--- config.mk ---
export PLATFORM = sky130hd
export DESIGN_NAME = breakout_game_ctrl
export DESIGN_NICKNAME = d
export VERILOG_FILES = /design/src/rtl/breakout_game_ctrl.sv
export SDC_FILE = /design/constraint.sdc
export NUM_CORES = 1
export LEC_CHECK = 0
export CORE_AREA = 3 3 61 63
export DETAILED_ROUTE_END_ITERATION = 16
export DIE_AREA = 0 0 64 66
export DONT_BUFFER_PORTS = 1
export PLACE_DENSITY = 0.73
export SLEW_MARGIN = 15
export SYNTH_ARGS = -nofsm -noshare
export SYNTH_HDL_FRONTEND = slang
export SYNTH_SLANG_ARGS = --single-unit
--- constraint.sdc ---
create_clock -name clk -period 1.6 [get_ports clk]
set_input_delay 0.16 -clock clk [delete_from_list [all_inputs] [get_ports clk]]
set_output_delay 0.16 -clock clk [all_outputs]
set_load 0.005 [all_outputs]
--- src/rtl/breakout_game_ctrl.sv ---
//-----------------------------------------------------------------------------
// breakout_game_ctrl
//
// Game-flow controller for a Breakout-style video game. It sequences the game
// through attract (IDLE), serve (NEWBALL), play (PLAY) and game-over (OVER)
// screens. It also keeps lives and a 3-digit BCD score, and pulses the
// ball/brick reload strobes that the playfield logic consumes.
//
// Parameters
//   LIVES_INIT      lives loaded at game start (1..3)
//   NEWBALL_FRAMES  frames spent on the serve screen before play resumes
//   OVER_FRAMES     frames the game-over text stays up
//
// Ports
//   clk            system/pixel clock
//   reset_n        asynchronous active-low reset
//   btn[1:0]       raw push-buttons, active-high, asynchronous to clk
//   refr_tick      one-cycle pulse per video frame
//   ball_miss      one-cycle pulse: ball left the bottom edge
//   brick_hit      one-cycle pulse: one brick destroyed
//   bricks_clear   level: no bricks remain
//   game_run       enables ball/paddle motion
//   ball_reload    one-cycle pulse: re-centre the ball
//   bricks_reload  one-cycle pulse: restore the brick wall
//   lives[1:0]     remaining lives
//   score[11:0]    3-digit BCD score
//   hiscore[11:0]  3-digit BCD high score
//   text_sel[1:0]  overlay text: 0 none, 1 start, 2 ready, 3 game over
//
// Build option
//   BREAKOUT_HISCORE_EN  when defined, a high-score register is kept across
//                        games. Otherwise hiscore reads 12'h000.
//-----------------------------------------------------------------------------
module breakout_game_ctrl #(
   parameter int unsigned LIVES_INIT     = 3,
   parameter int unsigned NEWBALL_FRAMES = 120,
   parameter int unsigned OVER_FRAMES    = 180
) (
   input  logic        clk,
   input  logic        reset_n,
   input  logic [1:0]  btn,
   input  logic        refr_tick,
   input  logic        ball_miss,
   input  logic        brick_hit,
   input  logic        bricks_clear,
   output logic        game_run,
   output logic        ball_reload,
   output logic        bricks_reload,
   output logic [1:0]  lives,
   output logic [11:0] score,
   output logic [11:0] hiscore,
   output logic [1:0]  text_sel
);

   localparam logic [1:0] LIVES_LOAD = 2'(LIVES_INIT);
   localparam logic [7:0] NB_LIMIT   = 8'(NEWBALL_FRAMES);
   localparam logic [7:0] OV_LIMIT   = 8'(OVER_FRAMES);

   typedef enum logic [1:0] {
      IDLE    = 2'd0,
      NEWBALL = 2'd1,
      PLAY    = 2'd2,
      OVER    = 2'd3
   } state_t;

   state_t      state;
   logic [7:0]  timer;
   logic        sync_q1;
   logic        sync_q2;
   logic        press_q;
   logic        press;
   logic        go_over;
   logic [11:0] score_nxt;

   // Add one to a 3-digit BCD value, holding at 999 rather than wrapping.
   function automatic logic [11:0] bcd_inc(input logic [11:0] v);
      logic [3:0] d0;
      logic [3:0] d1;
      logic [3:0] d2;
      d2 = v[11:8];
      d1 = v[7:4];
      d0 = v[3:0];
      if (v != 12'h999) begin
         if (d0 != 4'd9) begin
            d0 = d0 + 4'd1;
         end else begin
            d0 = 4'd0;
            if (d1 != 4'd9) begin
               d1 = d1 + 4'd1;
            end else begin
               d1 = 4'd0;
               d2 = d2 + 4'd1;
            end
         end
      end
      return {d2, d1, d0};
   endfunction

   // Both buttons act as one "press". The OR is taken before the two-flop
   // synchroniser, and a third flop provides the rising-edge reference.
   always_ff @(posedge clk or negedge reset_n) begin
      if (!reset_n) begin
         sync_q1 <= 1'b0;
         sync_q2 <= 1'b0;
         press_q <= 1'b0;
      end else begin
         sync_q1 <= |btn;
         sync_q2 <= sync_q1;
         press_q <= sync_q2;
      end
   end

   assign press = sync_q2 & ~press_q;

   // A brick hit is still scored in the same cycle as a miss or a cleared wall.
   // score_nxt is therefore the value the score takes when play leaves PLAY.
   assign score_nxt = (state == PLAY && brick_hit) ? bcd_inc(score) : score;
   assign go_over   = (state == PLAY) && ball_miss && (lives == 2'd1);

   // Main game sequencer. Every output is a register that is updated together
   // with the state. The reload strobes default low each cycle, so each one
   // can only be high for the single cycle after a transition.
   always_ff @(posedge clk or negedge reset_n) begin
      if (!reset_n) begin
         state         <= IDLE;
         timer         <= 8'd0;
         game_run      <= 1'b0;
         ball_reload   <= 1'b0;
         bricks_reload <= 1'b0;
         lives         <= 2'd0;
         score         <= 12'h000;
         text_sel      <= 2'd1;
      end else begin
         ball_reload   <= 1'b0;
         bricks_reload <= 1'b0;
         if (refr_tick) begin
            timer <= timer + 8'd1;
         end
         case (state)
            IDLE: begin
               if (press) begin
                  state         <= NEWBALL;
                  timer         <= 8'd0;
                  lives         <= LIVES_LOAD;
                  score         <= 12'h000;
                  ball_reload   <= 1'b1;
                  bricks_reload <= 1'b1;
                  game_run      <= 1'b0;
                  text_sel      <= 2'd2;
               end
            end
            NEWBALL: begin
               if (timer == NB_LIMIT || press) begin
                  state    <= PLAY;
                  timer    <= 8'd0;
                  game_run <= 1'b1;
                  text_sel <= 2'd0;
               end
            end
            PLAY: begin
               score <= score_nxt;
               if (go_over) begin
                  state    <= OVER;
                  timer    <= 8'd0;
                  lives    <= 2'd0;
                  game_run <= 1'b0;
                  text_sel <= 2'd3;
               end else if (ball_miss) begin
                  state       <= NEWBALL;
                  timer       <= 8'd0;
                  lives       <= lives - 2'd1;
                  ball_reload <= 1'b1;
                  game_run    <= 1'b0;
                  text_sel    <= 2'd2;
               end else if (bricks_clear) begin
                  state         <= NEWBALL;
                  timer         <= 8'd0;
                  ball_reload   <= 1'b1;
                  bricks_reload <= 1'b1;
                  game_run      <= 1'b0;
                  text_sel      <= 2'd2;
               end
            end
            OVER: begin
               if (timer == OV_LIMIT) begin
                  state    <= IDLE;
                  timer    <= 8'd0;
                  game_run <= 1'b0;
                  text_sel <= 2'd1;
               end
            end
            default: begin
               state    <= IDLE;
               timer    <= 8'd0;
               game_run <= 1'b0;
               text_sel <= 2'd1;
            end
         endcase
      end
   end

`ifdef BREAKOUT_HISCORE_EN
   logic [11:0] hiscore_q;

   // The final score is captured as the game ends. BCD ordering matches
   // numeric ordering, so a plain magnitude compare is enough.
   always_ff @(posedge clk or negedge reset_n) begin
      if (!reset_n) begin
         hiscore_q <= 12'h000;
      end else if (go_over && (score_nxt > hiscore_q)) begin
         hiscore_q <= score_nxt;
      end
   end

   assign hiscore = hiscore_q;
`else
   assign hiscore = 12'h000;
`endif

endmodule

==> reports/results.ini <==
[clocking]
clkTransAtPathRegs_ns=0.10
cts_max_level=2
cts-root-buf=clkbuf_4
clock_latency_ns=0.36
cts_sinks=31
ctsLongestPathBuffers=2
numCtsBuffers=5
cts_tree=built

[drt]
drt-initial-drc-count=91
drt-total-wl_um=3710
wl_per_cell_um=14.2
drt_first_pass_iters=4
drcViolationCount=0
ant_nets=0
vias=1401
viasPerCell=5.35

[logic_synthesis]
synth_edf_count=0
syn_avg_cell_area_um2=9.97
synth_seq_cells=31
synth_top_family_by_area=simple AND/OR/NAND/NOR gates
synth-simple-area-share_pct=20.8
synthMuxAreaShare_pct=4.37
synth_cell_types=46
syn_inst=181
synth_xor_area_share_pct=5.34
syn-cell-area_um2=1800
synth_compound_area_share_pct=12.1
yosysWarnings=0
synth_top_flop_cell=dfrtp_1
ys_seq_area_share_pct=43.1
synthAdderAreaFrac_pct=6.24
synthArstFlopShare_pct=100

[placement]
place_congestion=0.803
dp.cells=244
io_buffers=0
dpl.hpwl_um=2590

[pwr]
swShare_pct=33.3
ir_drop_v=0.000562
p_sw_mw=0.962
power_frac_seq_pct=37.9
power_density_nw_per_um2=1290
p_int_mw=1.93
p_clk_share_pct=27.0
combPwrFrac_pct=35.1
fin_total_pwr_mw=2.89
p_leak_nw=1.05

[min_path]
hold_path_class=in2reg

[grt]
grtUsageTotal_pct=19.8
grt_pass1_vias=1361
grt_overflow=0
grt_pass1_wl_um=6280
antenna_found_initial=0
grt_max_degree=32

[sta]
period_needed_ns=1.63
rsz0062_at_grt=yes
fin_ws_ns=-0.0322
finalClockSkew_ns=0.0128
setup_viol=5
layout_worst_path_cycle_share_pct=102
hold_violations=0
finalSetupTns_ns=-0.0876
fmaxAchievable_mhz=613
slew_violations=0

[setup_path]
worstSetupPathType=reg2reg
startpoint_type=register
critPathMaxFanout=7
arrival_ns=1.91
cp_slowest_cell=dfrtp_1
path_buf_inv=1
critPathRequiredTime_ns=1.88
slowest_delay_ns=0.40
cp-end-kind=register
cp_cell_sequence=inv_1, ha_1, nand3b_1, o21a_1, o21a_4, and3_4, nor3_2
reg2reg_slack_ns=-0.03
critPathTopFamily=compound AO/OA/AOI/OAI gates

[layout]
diodes=0
final_layout_size_suffix_gt1_share_pct=27.8
finalNonFillerCells=262
fillCellCount=255
layout_commonest_cell=dfrtp_1
layout.nets=232
synthToLayoutAreaGrowth_pct=24.3
final_core_util_pct=68.3
layout_common_cells=dfrtp_1 (28), buf_4 (24), nor2_1 (19)

[floorplan]
ios=39
rows=21
start_util_pct=54.9
die_x_um=64
die_h_um=66
core_area_um2=3280
die-area_um2=4220

[status]
violations=negative setup slack
status=finished, violations left

[flow_run]
drv_cap=0

-- cell families after synthesis --
kind of cell             Yosys count
AO/OA/AOI/OAI                     30
other                              1
adder cells (fa/ha/maj)            9
flip-flops                        31
multiplexers                       7
XOR/XNOR                          11
buffers and inverters             23
AND/OR/NAND/NOR                   69
-- power groups by stage --
stage | clock network, mW | logic (mW) | registers (mW)
detailed placement | 0 | 0.915 | 1.10
floorplan | 0 | 0.581 | 1.12
finish | 0.782 | 1.01 | 1.10
global route | 0.827 | 1.13 | 1.13
global placement | 0 | 0.886 | 1.09
CTS | 0.792 | 0.961 | 1.09
-- path summary, 6_finish.rpt --
check                                    to  cells past startpoint      start
worst max-delay path               score[6]                      7   score[9]
worst min-delay path               lives[1]                      2  ball_miss
worst max register to register     score[6]                      7   score[9]
worst min register to register      sync_q2                      0    sync_q1
max in group asynchronous       text_sel[0]                      2    reset_n
min in group asynchronous          game_run                      2    reset_n
-- per-stage QoR --
step	setup slack, ns	hold WS [ns]	area, um2
after floorplan	0.00466	-0.136	1850
after global placement	0.0273	-0.135	1970
after detailed placement	-0.0326	-0.135	1970
after CTS	-0.0183	0.00363	2170
after global routing	-0.142	0.0252	2240
final	-0.0322	0.00687	2240
-- registers in the layout (all words and copies together), names as in the netlist --
name           flops
bricks_reload      1
sync_q2            1
state              2
ball_reload        1
score             12
lives              2
timer              8
game_run           1
press_q            1
sync_q1            1
text_sel           1
-- layout make-up --
| class | instances | area (um2) | area share, % |
|---|---|---|---|
| Multi-Input combinational cell | 138 | 990 | 44.1 |
| Sequential cell | 31 | 779 | 34.8 |
| Timing Repair Buffer | 33 | 292 | 13.0 |
| Clock inverter | 2 | 60.1 | 2.68 |
| Tap cell | 46 | 57.6 | 2.57 |
| Clock buffer | 6 | 41.3 | 1.84 |
| Inverter | 6 | 22.5 | 1.00 |
-- worst reg2reg max path: cells and delay by family, from the launching register on --
family | cells | cell delay, ns
AOI/OAI and AO/OA | 2 | 0.51
adders and majority gates | 1 | 0.13
buffers and inverters | 1 | 0.06
DFF | 1 | 0.40
and+or+nand+nor | 3 | 0.47
-- synth_stat cells, types with 2 or more instances --
library cell / n / area, um2
dfrtp_1: 30 / 751
nor2_1: 20 / 75.1
nand2_1: 16 / 60.1
buf_4: 14 / 105
ha_1: 9 / 113
inv_1: 6 / 22.5
o21ai_0: 6 / 30.0
xor2_1: 6 / 52.6
nand3_1: 5 / 25.0
nand3b_1: 5 / 37.5
xnor2_1: 5 / 43.8
mux2_2: 4 / 45.0
nand4_1: 4 / 25.0
a21o_1: 3 / 22.5
a21oi_1: 3 / 15.0
a22o_1: 3 / 26.3
and3_1: 3 / 18.8
nand2b_1: 3 / 18.8
o21ai_1: 3 / 15.0
a31oi_1: 2 / 12.5
buf_2: 2 / 10.0
mux2i_1: 2 / 20.0
nor2b_1: 2 / 12.5
nor3_1: 2 / 10.0
o31ai_1: 2 / 15.0
-- metal layers --
layer / share of wire (%) / wire [um] / GRT usage [%]
met1: 43 / 1580 / 23.5
met2: 48 / 1780 / 31.1
met3: 7.4 / 273 / 5.95
met4: 2.2 / 83 / 12.4
met5: 0 / 0 / 0
-- timing repair --
| action | 4_1_cts | 5_1_grt |
|---|---|---|
| gates resized for setup | 1 | 15 |
| setup endpoints to repair | 6 | 22 |
| hold buffers | 7 | 0 |
| pin swaps | 3 | 1 |
| hold endpoints to repair | 36 | 0 |
| buffers inserted | 2 | 1 |
| cloned | 0 | 0 |
(Power assumes the default switching activity.)
